==> config.mk <==
export PLATFORM = sky130hd
export DESIGN_NAME = fetch_queue_flat
export DESIGN_NICKNAME = d
export VERILOG_FILES = /design/src/rtl/mips_fetch_pkg.sv /design/src/rtl/fetch_queue_if.sv /design/src/rtl/fetch_fifo.sv /design/src/rtl/fetch_queue.sv /design/src/flat_wrapper.sv
export SDC_FILE = /design/constraint.sdc
export NUM_CORES = 1
export LEC_CHECK = 0
export CORE_MARGIN = 2
export CORE_UTILIZATION = 54
export CTS_BUF_LIST = sky130_fd_sc_hd__clkbuf_4 sky130_fd_sc_hd__clkbuf_8
export DETAILED_ROUTE_END_ITERATION = 10
export PLACE_DENSITY = 0.79
export SYNTH_ARGS = -nofsm -noshare
export SYNTH_HDL_FRONTEND = slang
export SYNTH_HIERARCHICAL = 1
export SYNTH_SLANG_ARGS = --single-unit
==> constraint.sdc <==
create_clock -name clk -period 9.35 [get_ports clk]
set_clock_uncertainty 0.2 [all_clocks]
set_input_delay 1.87 -clock clk [delete_from_list [all_inputs] [get_ports clk]]
set_output_delay 1.87 -clock clk [all_outputs]
set_load 0.02 [all_outputs]
==> src/rtl/mips_fetch_pkg.sv <==
// rtl/mips_fetch_pkg.sv - shared constants and types for the instruction-fetch front end
package mips_fetch_pkg;

  localparam logic [31:0] NOP_INSTR = 32'h0000_0000;

  typedef enum logic [1:0] {
    IDLE,
    WAIT,
    DRAIN
  } fetch_state_t;

  typedef struct packed {
    logic [31:0] pc_plus4;
    logic [31:0] instr;
  } fq_entry_t;

endpackage

==> src/rtl/fetch_queue_if.sv <==
// rtl/fetch_queue_if.sv - instruction-memory and IF/ID-side signals of the fetch queue
interface fetch_queue_if;

  logic        imem_req;
  logic [31:0] imem_addr;
  logic        imem_ack;
  logic [31:0] imem_rdata;
  logic        hold;
  logic        redirect;
  logic [31:0] redirect_pc;
  logic        inst_valid;
  logic [31:0] inst_out;
  logic [31:0] pc_plus4_out;

  modport master (
    output imem_req, imem_addr, inst_valid, inst_out, pc_plus4_out,
    input  imem_ack, imem_rdata, hold, redirect, redirect_pc
  );

  modport slave (
    input  imem_req, imem_addr, inst_valid, inst_out, pc_plus4_out,
    output imem_ack, imem_rdata, hold, redirect, redirect_pc
  );

endinterface

==> src/rtl/fetch_fifo.sv <==
// rtl/fetch_fifo.sv - small synchronous FIFO of fetched {pc_plus4, instr} entries
module fetch_fifo
  import mips_fetch_pkg::*;
#(
  parameter int DEPTH = 4
) (
  input  logic                       clk,
  input  logic                       reset,
  input  logic                       push,
  input  fq_entry_t                  push_data,
  input  logic                       pop,
  input  logic                       flush,
  output fq_entry_t                  head,
  output logic [$clog2(DEPTH):0]     count,
  output logic                       empty
);

  localparam int AW = $clog2(DEPTH);

  fq_entry_t       mem_q [DEPTH];
  fq_entry_t       mem_d [DEPTH];
  logic [AW-1:0]   wr_ptr_q, wr_ptr_d;
  logic [AW-1:0]   rd_ptr_q, rd_ptr_d;
  logic [AW:0]     count_q, count_d;

  // Flush wins over push/pop; pointers wrap naturally since DEPTH is a power of two.
  always_comb begin
    mem_d    = mem_q;
    wr_ptr_d = wr_ptr_q;
    rd_ptr_d = rd_ptr_q;
    count_d  = count_q;
    if (flush) begin
      wr_ptr_d = '0;
      rd_ptr_d = '0;
      count_d  = '0;
    end else begin
      if (push) begin
        mem_d[wr_ptr_q] = push_data;
        wr_ptr_d        = wr_ptr_q + 1'b1;
      end
      if (pop) begin
        rd_ptr_d = rd_ptr_q + 1'b1;
      end
      count_d = count_q + {{AW{1'b0}}, push} - {{AW{1'b0}}, pop};
    end
  end

  always_ff @(posedge clk or posedge reset) begin
    if (reset) begin
      for (int i = 0; i < DEPTH; i++) begin
        mem_q[i] <= '0;
      end
      wr_ptr_q <= '0;
      rd_ptr_q <= '0;
      count_q  <= '0;
    end else begin
      mem_q    <= mem_d;
      wr_ptr_q <= wr_ptr_d;
      rd_ptr_q <= rd_ptr_d;
      count_q  <= count_d;
    end
  end

  assign head  = mem_q[rd_ptr_q];
  assign count = count_q;
  assign empty = (count_q == '0);

endmodule

==> src/rtl/fetch_queue.sv <==
// rtl/fetch_queue.sv - fetch PC owner, single-outstanding imem requester and IF/ID feed FIFO
// Optional same-cycle bypass of an ack into an empty queue: FETCH_QUEUE_BYPASS_EN.
module fetch_queue
  import mips_fetch_pkg::*;
#(
  parameter int          DEPTH    = 4,
  parameter logic [31:0] RESET_PC = 32'h0000_0000
) (
  input  logic               clk,
  input  logic               reset,
  fetch_queue_if.master      fq
);

  localparam int             CW       = $clog2(DEPTH) + 1;
  localparam logic [CW-1:0]  FULL_CNT = CW'(DEPTH);

  fetch_state_t   state_q, state_d;
  logic [31:0]    pc_q, pc_d;
  logic [31:0]    addr_q, addr_d;
  logic           req_q, req_d;

  fq_entry_t      head;
  fq_entry_t      push_data;
  logic [CW-1:0]  count;
  logic [CW-1:0]  count_next;
  logic           fifo_empty;
  logic           fifo_valid;
  logic           ack;
  logic           push;
  logic           fifo_pop;
  logic           bypass_hit;
  logic           bypass_pop;

  assign ack        = fq.imem_ack & req_q;
  assign fifo_valid = ~fifo_empty;
  assign fifo_pop   = fifo_valid & ~fq.hold & ~fq.redirect;

`ifdef FETCH_QUEUE_BYPASS_EN
  assign bypass_hit = fifo_empty & (state_q == WAIT) & ack;
`else
  assign bypass_hit = 1'b0;
`endif

  // A bypassed entry that IF/ID accepts this cycle never touches the FIFO.
  assign bypass_pop = bypass_hit & ~fq.hold & ~fq.redirect;
  assign push       = (state_q == WAIT) & ack & ~fq.redirect & ~bypass_pop;
  assign count_next = count + {{(CW-1){1'b0}}, push} - {{(CW-1){1'b0}}, fifo_pop};

  assign push_data.pc_plus4 = pc_q + 32'd4;
  assign push_data.instr    = fq.imem_rdata;

  always_comb begin
    state_d = state_q;
    pc_d    = pc_q;
    addr_d  = addr_q;
    req_d   = req_q;
    case (state_q)
      IDLE: begin
        if (fq.redirect) begin
          pc_d = fq.redirect_pc;
        end else if (count < FULL_CNT) begin
          state_d = WAIT;
          req_d   = 1'b1;
          addr_d  = pc_q;
        end
      end
      WAIT: begin
        if (fq.redirect) begin
          pc_d = fq.redirect_pc;
          if (ack) begin
            addr_d = fq.redirect_pc;
          end else begin
            state_d = DRAIN;
          end
        end else if (ack) begin
          pc_d = pc_q + 32'd4;
          if (count_next < FULL_CNT) begin
            addr_d = pc_q + 32'd4;
          end else begin
            state_d = IDLE;
            req_d   = 1'b0;
          end
        end
      end
      DRAIN: begin
        // The outstanding response belongs to the abandoned path; swallow it.
        if (fq.redirect) begin
          pc_d = fq.redirect_pc;
        end
        if (ack) begin
          state_d = WAIT;
          addr_d  = fq.redirect ? fq.redirect_pc : pc_q;
        end
      end
      default: begin
        state_d = IDLE;
        req_d   = 1'b0;
      end
    endcase
  end

  always_ff @(posedge clk or posedge reset) begin
    if (reset) begin
      state_q <= IDLE;
      pc_q    <= RESET_PC;
      addr_q  <= RESET_PC;
      req_q   <= 1'b0;
    end else begin
      state_q <= state_d;
      pc_q    <= pc_d;
      addr_q  <= addr_d;
      req_q   <= req_d;
    end
  end

  fetch_fifo #(
    .DEPTH (DEPTH)
  ) u_fifo (
    .clk       (clk),
    .reset     (reset),
    .push      (push),
    .push_data (push_data),
    .pop       (fifo_pop),
    .flush     (fq.redirect),
    .head      (head),
    .count     (count),
    .empty     (fifo_empty)
  );

  assign fq.imem_req     = req_q;
  assign fq.imem_addr    = addr_q;
  assign fq.inst_valid   = fifo_valid | bypass_hit;
  assign fq.inst_out     = fifo_valid ? head.instr :
                           (bypass_hit ? fq.imem_rdata : NOP_INSTR);
  assign fq.pc_plus4_out = fifo_valid ? head.pc_plus4 :
                           (bypass_hit ? pc_q + 32'd4 : 32'd0);

endmodule

==> src/flat_wrapper.sv <==
// flat-port wrapper written by rule: the top's interface ports become plain ports
module fetch_queue_flat import mips_fetch_pkg::*;
#(
  parameter int          DEPTH    = 4,
  parameter logic [31:0] RESET_PC = 32'h0000_0000
)
  (clk, reset, fq_imem_req, fq_imem_addr, fq_inst_valid, fq_inst_out, fq_pc_plus4_out, fq_imem_ack, fq_imem_rdata, fq_hold, fq_redirect, fq_redirect_pc);
  fetch_queue_if fq_i ();
  input  logic clk;
  input  logic reset;
  output wire logic [$bits(fq_i.imem_req)-1:0] fq_imem_req;
  output wire logic [$bits(fq_i.imem_addr)-1:0] fq_imem_addr;
  output wire logic [$bits(fq_i.inst_valid)-1:0] fq_inst_valid;
  output wire logic [$bits(fq_i.inst_out)-1:0] fq_inst_out;
  output wire logic [$bits(fq_i.pc_plus4_out)-1:0] fq_pc_plus4_out;
  input wire logic [$bits(fq_i.imem_ack)-1:0] fq_imem_ack;
  input wire logic [$bits(fq_i.imem_rdata)-1:0] fq_imem_rdata;
  input wire logic [$bits(fq_i.hold)-1:0] fq_hold;
  input wire logic [$bits(fq_i.redirect)-1:0] fq_redirect;
  input wire logic [$bits(fq_i.redirect_pc)-1:0] fq_redirect_pc;
  assign fq_imem_req = fq_i.imem_req;
  assign fq_imem_addr = fq_i.imem_addr;
  assign fq_inst_valid = fq_i.inst_valid;
  assign fq_inst_out = fq_i.inst_out;
  assign fq_pc_plus4_out = fq_i.pc_plus4_out;
  assign fq_i.imem_ack = fq_imem_ack;
  assign fq_i.imem_rdata = fq_imem_rdata;
  assign fq_i.hold = fq_hold;
  assign fq_i.redirect = fq_redirect;
  assign fq_i.redirect_pc = fq_redirect_pc;
  fetch_queue #(.DEPTH(DEPTH), .RESET_PC(RESET_PC)) u_core (.clk(clk), .reset(reset), .fq(fq_i));
endmodule
# Word level (Yosys, flattened, before mapping)
# Index checks and enable logic that the tools add are counted.
dict set report op_classes {
  bitwise 11
  n_mux 39
  order_cmp 5
  n_reduce_logical 13
  eq_ne 12
  addsub 5
}
# operator count
set ops {}
lappend ops {{$mux W32} 12}
lappend ops {{$bwmux W256} 1}
lappend ops {{$mux W64} 3}
lappend ops {{$bmux W64 S2} 1}
lappend ops {{$demux W64 S2} 1}
lappend ops {{$pmux W32 S3} 1}
lappend ops {{$pmux W32 S2} 1}
lappend ops {{$add A32 B3 Y32 const B} 1}
lappend ops {{$mux W2} 11}
lappend ops {{$reduce_and A6 Y1} 3}
lappend ops {{$ne A3 B3 Y1 const B} 3}
lappend ops {{$ge A3 B3 Y1 const B} 2}
lappend ops {{$lt A3 B3 Y1 const B} 2}
lappend ops {{$ne A2 B1 Y1 const B} 3}
lappend ops {{$ne A2 B2 Y1 const B} 3}
lappend ops {{$not A2 Y3} 2}
lappend ops {{$pmux W2 S3} 1}
lappend ops {{$reduce_bool A2 Y1} 3}
lappend ops {{$and A1 B1 Y1} 5}
lappend ops {{$mux W1} 5}
lappend ops {{$add A2 B1 Y2 const B} 2}
lappend ops {{$not A1 Y1} 4}
lappend ops {{$reduce_and A2 Y1} 2}
lappend ops {{$add A3 B1 Y3} 1}
lappend ops {{other kinds (12)} 12}
dict set report totals {
  wordCells 100
  output_inout_bits 98
  register_bits 330
}

# Depth between registers and ports, before layout
# Gate-level depths: netlist of run 1.
dict set report depth {
  depth_word 10
  depth_mapped 16
}

# Modules after synthesis
# Netlist of run 1, hierarchy kept.
# module cells_each instances seq_area_each_um2 area_per_inst_um2
set by_module_without_submodules {}
lappend by_module_without_submodules {fetch_fifo 659 1 6581.3 12731.0}
lappend by_module_without_submodules {fetch_queue 723 1 1676.6 5565.3}

# Least setup slack after synthesis of run 1
# Ideal clock, no wire load.
dict set report synth_timing {
  path_kind {input to register}
  from {input port fq_redirect}
  to {register u_core.addr_q[20] (netlist: u_core/fq.imem_addr[20])}
  setup_ps 119
  path_stages 14
  required_time_ps 9031
  path_slack_ps 4327
  arrival_time_ps 4704
  n_path_buf 5
  cell_sequence {clkbuf_1 > clkbuf_1 > clkbuf_1 > nor3_1 > ha_1 > inv_1 > ha_1 > a31oi_1 > xnor2_1 > o211a_1 > clkbuf_1 > clkbuf_1 > o211ai_1 > o21a_1}
}
# element line
set synth_rtl {}
lappend synth_rtl {{from (decl)} flat_wrapper.sv:19} ;# input wire logic [$bits(fq_i.redirect)-1:0] fq_redirect;
lappend synth_rtl {{$not A1 Y1 (no source line)} -}
lappend synth_rtl {{$and A1 B1 Y1} fetch_queue.sv:36} ;# assign fifo_pop = fifo_valid & ~fq.hold & ~fq.redirect;
lappend synth_rtl {{named net u_core.fifo_pop} fetch_queue.sv:30} ;# logic fifo_pop;
lappend synth_rtl {{$sub A3 B1 Y3} fetch_queue.sv:47} ;# assign count_next = count + {{(CW-1){1'b0}}, push} - {{(CW-1){1'b0}}, fifo_pop};
lappend synth_rtl {{$lt A3 B3 Y1} fetch_queue.sv:77} ;# if (count_next < FULL_CNT) begin
lappend synth_rtl {{$ne A3 B3 Y1 (no source line)} -}
lappend synth_rtl {{$reduce_and A6 Y1 (no source line)} -}
lappend synth_rtl {{to (signal assigned)} fetch_queue.sv:111} ;# addr_q <= addr_d;
lappend synth_rtl {{to (decl)} fetch_queue.sv:19} ;# logic [31:0] addr_q, addr_d;
# The timed path passes the listed nets, and every way through them passes these cells. The select of a mux whose other input is x is not followed.
# A chain may end at the register's enable or synchronous reset.

# Final worst setup path of run 1
dict set report layout_timing {
  from {input port fq_redirect}
  to {register u_core.addr_q[25] (netlist: u_core/fq.imem_addr[25])}
}
dict set report layout_between {
  elab_chain_len 7
}
# element line
set layout_rtl {}
lappend layout_rtl {{$not A1 Y1 (no source line)} -}
lappend layout_rtl {{$and A1 B1 Y1} fetch_queue.sv:46} ;# assign push = (state_q == WAIT) & ack & ~fq.redirect & ~bypass_pop;
lappend layout_rtl {{$add A3 B1 Y3} fetch_queue.sv:47}
lappend layout_rtl {{$sub A3 B1 Y3} fetch_queue.sv:47}
lappend layout_rtl {{$lt A3 B3 Y1} fetch_queue.sv:77}
lappend layout_rtl {{$ne A3 B3 Y1 (no source line)} -}
lappend layout_rtl {{$reduce_and A6 Y1 (no source line)} -}
# Parallel ways exist; a longest one is shown, timed or not. The select of a mux whose other input is x is not followed.

==> results of run 1 <==
routing by layer:
| metal | global-route usage [%] | part of all wire (%) | routed length [µm] |
|---|---|---|---|
| met5 | 0 | 0 | 0 |
| met4 | 8.06 | 2.6 | 1140 |
| met3 | 4.88 | 8.0 | 3580 |
| met2 | 38.8 | 46 | 20400 |
| met1 | 36.8 | 44 | 19500 |
per-stage QoR:
step | total power, mW | hold slack (ps)
after floorplan | 3.57 | 274
after global placement | 4.28 | 273
after detailed placement | 4.35 | 274
after CTS | 5.83 | 290
after global routing | 6.14 | 321
final | 5.84 | 285
cells in the final DEF, fill, tap and decap left out, types with 9 or more instances in the layout:
cell / count
nor2_1: 63
a22oi_1: 18
a31oi_1: 9
xor2_1: 12
nand3_1: 21
ha_1: 13
dfrtp_1: 328
o22ai_1: 9
nor2b_1: 66
mux2_2: 22
o21ai_0: 68
buf_4: 20
clkdlybuf4s50_1: 165
mux2_4: 238
nand2_1: 59
mux2i_1: 13
nor3_1: 21
mux4_2: 64
clkbuf_8: 79
and3_1: 11
inv_1: 21
xnor2_1: 19
a221oi_1: 15
nand4_1: 10
clkbuf_4: 14
a21oi_1: 45
kinds of logic (layout without fill, tap and decap cells):
logic type	after synthesis	count (layout)	synth area share, %
DFF	330	330	45.1
muxes	338	338	29.5
buffers and inverters	147	311	5.71
xor gates and xnor gates	32	32	1.61
and+or+nand+nor	293	293	8.86
adders and majority gates	14	14	0.998
AOI/OAI and AO/OA	228	228	8.15
registers in the layout, summed over array words and instances (netlist names):
register,flops
u_core/fq.imem_addr,32
u_core/pc_q,32
u_core/u_fifo/wr_ptr_q,2
u_core/u_fifo/mem_q,256
u_core/fq.imem_req,1
u_core/u_fifo/count,3
u_core/u_fifo/rd_ptr_q,2
u_core/state_q,2
critical path: stages:
cell and delay [ps]:
buf_2 250, nor2b_1 1050, nand3_1 230, ha_1 270, inv_1 50, ha_1 210, a31oi_1 210, xnor2_1 240
o211a_1 1020, mux2i_1 310, a41oi_1 70
cells in the mapped netlist, drive strengths merged, types with 5 or more instances:
cell / count
ha: 13
mux2: 261
mux4: 64
or3: 6
clkbuf: 60
and3: 11
o22ai: 9
nor2b: 66
nor3: 23
nand2: 60
buf: 64
nand3: 22
xnor2: 19
o21ai: 70
nand3b: 5
a31oi: 9
xor2: 12
nand4: 14
dfrtp: 330
a221o: 6
a21oi: 45
a22oi: 18
mux2i: 13
a221oi: 15
inv: 23
o211ai: 7
nor2: 64
final cells by class:
type                    instances  area (µm²)
fillers                      2486       12400
inverters                      23        93.8
multi-input cells             905        9000
well taps                     448         561
repair buffers                186        1810
clock inverters                 9         109
clock buffers                  93        1190
flip-flops and latches        330        8270
where the power goes:
part / internal [mW] / switching, mW
Clock: 0.860 / 0.604
Sequential: 1.71 / 0.324
Combinational: 1.05 / 1.29
final timing paths:
| path | to | depth (start not counted) |
|---|---|---|
| min in group asynchronous | u_core/u_fifo/mem_q[37]$_DFFE_PP0P_ | 2 |
| worst min register to register | u_core/fq.imem_addr[18]$_DFFE_PP0P_ | 2 |
| max in group asynchronous | u_core/u_fifo/rd_ptr_q[1]$_DFFE_PP0P_ | 3 |
| worst max-delay path | u_core/fq.imem_addr[25]$_DFFE_PP0P_ | 11 |
| worst min-delay path | u_core/fq.imem_addr[18]$_DFFE_PP0P_ | 2 |
| worst max register to register | u_core/fq.imem_addr[25]$_DFFE_PP0P_ | 12 |
==> run metrics, run 1 <==
status complete, no violations; Root Buffer clkbuf_8; asr flop ratio synth 100%; CORE AREA 0.0334 mm²; HPWL Detailed 27.7 mm; Hold/Removal Path Class reg -> reg; area grow syn2layout 14.9%; PortBufs 166; register area share after synthesis 45.1%; number of flops mapped to enable cells by yosys 0; CTS tree yes; max_cap viols 0; Avg Cell Area, Syn 13.2 µm²; Ys Warns 6; final core utilization 62.9%; Place WS 3320 ps; CTS Buf Count 55; Design Area, Final 0.0210 mm²; PD cells 278 mW/mm²; Syn Nets 1465; row cnt 67; r2r startpoint u_core/state_q[1]$_DFFE_PP0P_; worst vdd ir 0.226 mV; Req. time, crit path 9580 ps; Die Ht 188 µm; kind of critical path in -> reg; Tcrit/Tclk final 59.6%; nets 1584; Hold Fails Final Rpt 0; post-route minimum period 5570 ps; RSZ-0062 raised after global routing no; Mapped Cells 1382; antenna-violating nets left 0; later-pin clock latency in the skew report 610 ps; DR vias 12200; Setup-failing EPs final 0; Max Root-Sink Buffers 3; DP Area 0.0197 mm²; ranking of synthesized cells by area dfrtp_1 45%, mux2_4 20%, mux4_2 7.9%, buf_12 2.3%, nor2b_1 2.3%; Crit Path Max Fanout 27; initial antenna violation count 0; Clk pin slew, worst setup/hold paths 60 ps; Synth Flop Type dfrtp_1; Fin Setup TNS 0 ps; Avg WL per Cell 22.4 µm; Post-Syn Area 0.0183 mm²; drc violations 0; Slew headroom 13.3%; number of top-level pins 167; CTS Hold Buffers Added 0; Synth top area share 45.1%; crit path DAT 5800 ps; setup ws final 3780 ps; cell total after placement 1892; ratio of cells with drive above 1 in the final layout 30.7%; Placer Congestion 0.920; Die X 188 µm; clock sink total 330; #FFs+latches synth 330; max-slew violation count 0; LEAKAGE 9.99 nW; post-route insts no fill 1994; Antenna diodes 0; Post-CTS Resized 0; hold path startpoint u_core/fq.imem_addr[18]$_DFFE_PP0P_; Critical Path Sink Type flop; TritonRoute pass-1 iters 8; first-pass GRT wire length 71.6 mm; die area 0.0354 mm²; H-tree depth 2; crit start category input port; CP startpoint fq_redirect; setup repair bufs after CTS 0; number of global-route vias before repair 12600; flop-to-flop setup slack 4000 ps; actual slew at the worst max-slew pin 1300 ps; vias per cell 6.13; gr ovfl total 0; synth unique cells 78; DRT Wirelength 44.6 mm; DRT iter0 DRCs 1179; Highest Clock Rate 180 MHz; Starting Density 54.7%; cell taking the most area after synthesis dfrtp_1; largest net degree at the start of global routing 120; Tot GR Track Use 25.4%
(Power assumes the default switching activity.)
==> run 2: changes to the inputs <==
Settings changed: CORE_UTILIZATION 54 to 60, PLACE_DENSITY 0.79 to 0.83.
Clock period 9.35 ns to 5.3 ns, I/O delays scaled along.
==> run metrics, run 2 (synthesized netlist as in run 1, its figures left out) <==
Slowest-stage cell, CP dfrtp_4; H-tree depth 2; Critical Path Sink Type primary output; kind of critical path reg -> out; gr ovfl total 0; commonest non-fill, non-tap cell in the layout dfrtp_1; CTS Buf Count 54; DP Area 0.0198 mm²; nets 1592; later-pin clock latency in the skew report 610 ps; HPWL Detailed 27.8 mm; Biggest register u_core/u_fifo/mem_q; drc violations 0; cell family with most CP delay flip-flops; number of top-level pins 167; DR vias 12200; Hold/Removal Path Class reg -> reg; DRT Wirelength 44.6 mm; crit start category flop; max_cap viols 0; # fillers 1958; actual slew at the worst max-slew pin 1160 ps; crit-path cells buf_4 -> mux4_2 -> nor2b_1 -> clkdlybuf4s50_1; max-slew violation count 0; Placer Congestion 0.937; antenna-violating nets left 0; max FFs per register 256; most frequent cells in the layout 328 x dfrtp_1, 238 x mux2_4, 165 x clkdlybuf4s50_1, 68 x o21ai_0, 66 x nor2b_1; Crit Path Max Fanout 49; cell total after placement 1843; Max Root-Sink Buffers 3; row cnt 63; Place WS 1070 ps; Req. time, crit path 4040 ps; post-route insts no fill 1939; post-route minimum period 4410 ps; die area 0.0319 mm²; largest net degree at the start of global routing 83; clock sink total 330; status complete, no violations; ratio of cells with drive above 1 in the final layout 30.9%; Die Ht 179 µm; initial antenna violation count 0; Highest Clock Rate 227 MHz; RSZ-0062 raised after global routing no; setup repair bufs after CTS 0; Slew headroom 22.8%; TritonRoute pass-1 iters 6; PD cells 479 mW/mm²; number of global-route vias before repair 12800; PortBufs 166; Setup-failing EPs final 0; vias per cell 6.29; CORE AREA 0.0298 mm²; Root Buffer clkbuf_8; Hold Worst Slack 292 ps; WP buf/inv 2; DRT iter0 DRCs 1343; Die X 179 µm; worst vdd ir 0.389 mV; slowest stage delay, CP 1080 ps; CTS Hold Buffers Added 0; LEAKAGE 9.94 nW; Clk pin slew, worst setup/hold paths 60 ps; Design Area, Final 0.0209 mm²; Tcrit/Tclk final 83.3%; area grow syn2layout 14.1%; first-pass GRT wire length 71.6 mm; Hold Fails Final Rpt 0; Fin Setup TNS 0 ps; crit path DAT 3150 ps; Post-CTS Resized 0; Antenna diodes 0; Tot GR Track Use 28.8%; CTS tree yes; Starting Density 61.4%; Avg WL per Cell 23.0 µm; setup ws final 885 ps
-- run 2: changes by cell type in the layout (fill, tap and decap cells not counted) --
cell | before | now
inv_8 | 2 | 0
clkinv_2 | 4 | 7
bufinv_16 | 2 | 0
inv_6 | 2 | 1
clkbuf_4 | 14 | 23
clkbuf_8 | 79 | 63
buf_12 | 0 | 4
buf_4 | 20 | 25
clkinvlp_4 | 0 | 3
-- run 2: final timing paths --
kind	from	end	slack, ps	depth (start not counted)
worst max-delay path	u_core/u_fifo/rd_ptr_q[0]$_DFFE_PP0P_	fq_inst_out[4]	890	4
worst min-delay path	u_core/fq.imem_addr[18]$_DFFE_PP0P_	u_core/fq.imem_addr[18]$_DFFE_PP0P_	290	2
worst max register to register	u_core/state_q[1]$_DFFE_PP0P_	u_core/fq.imem_addr[8]$_DFFE_PP0P_	1100	14
worst min register to register	u_core/fq.imem_addr[18]$_DFFE_PP0P_	u_core/fq.imem_addr[18]$_DFFE_PP0P_	290	2
max in group asynchronous	reset	u_core/fq.imem_addr[4]$_DFFE_PP0P_	3090	3
min in group asynchronous	reset	u_core/u_fifo/mem_q[105]$_DFFE_PP0P_	780	2
-- run 2: final cells by class --
class / count / area [µm²] / area share (%)
Timing Repair Buffer: 195 / 1920 / 9.22
Tap cell: 390 / 488 / 2.34
Sequential cell: 330 / 8270 / 39.6
Clock inverter: 10 / 58.8 / 0.282
Clock buffer: 86 / 1040 / 4.98
Multi-Input combinational cell: 905 / 9000 / 43.1
Inverter: 23 / 90.1 / 0.432
-- run 2: layer usage --
| metal | GRT usage (%) | vias to the layer above | share of wire, % | wire length (µm) |
|---|---|---|---|---|
| li1 | - | 5299 | - | - |
| met1 | 40.4 | 6187 | 42 | 18800 |
| met2 | 45.8 | 623 | 48 | 21200 |
| met3 | 5.29 | 94 | 8.0 | 3560 |
| met4 | 9.01 | 0 | 2.2 | 979 |
| met5 | 0 | - | 0 | 0 |
-- run 2: tightest hold or removal path: cells and delay by family (launching register included) --
| family | cells | cell delay (ps) |
|---|---|---|
| AO/OA/AOI/OAI | 1 | 50 |
| flip-flops | 1 | 350 |
| AND/OR/NAND/NOR | 1 | 50 |
-- run 2: stage by stage --
stage          total power [mW]  util [%]
3_5_place_dp               7.68      66.3
5_1_grt                    10.5      70.0
3_3_place_gp               7.55      66.3
2_1_floorplan              6.30         -
4_1_cts                    9.97      70.0
6_report                   10.0      70.0
-- run 2: power by group --
| group | leakage, nW | internal (mW) | switching, mW | total, mW |
|---|---|---|---|---|
| clock | 0.591 | 1.24 | 1.01 | 2.25 |
| combinational | 4.95 | 1.86 | 2.25 | 4.11 |
| sequential | 4.40 | 3.02 | 0.620 | 3.64 |
| total | 9.94 | 6.12 | 3.89 | 10.0 |
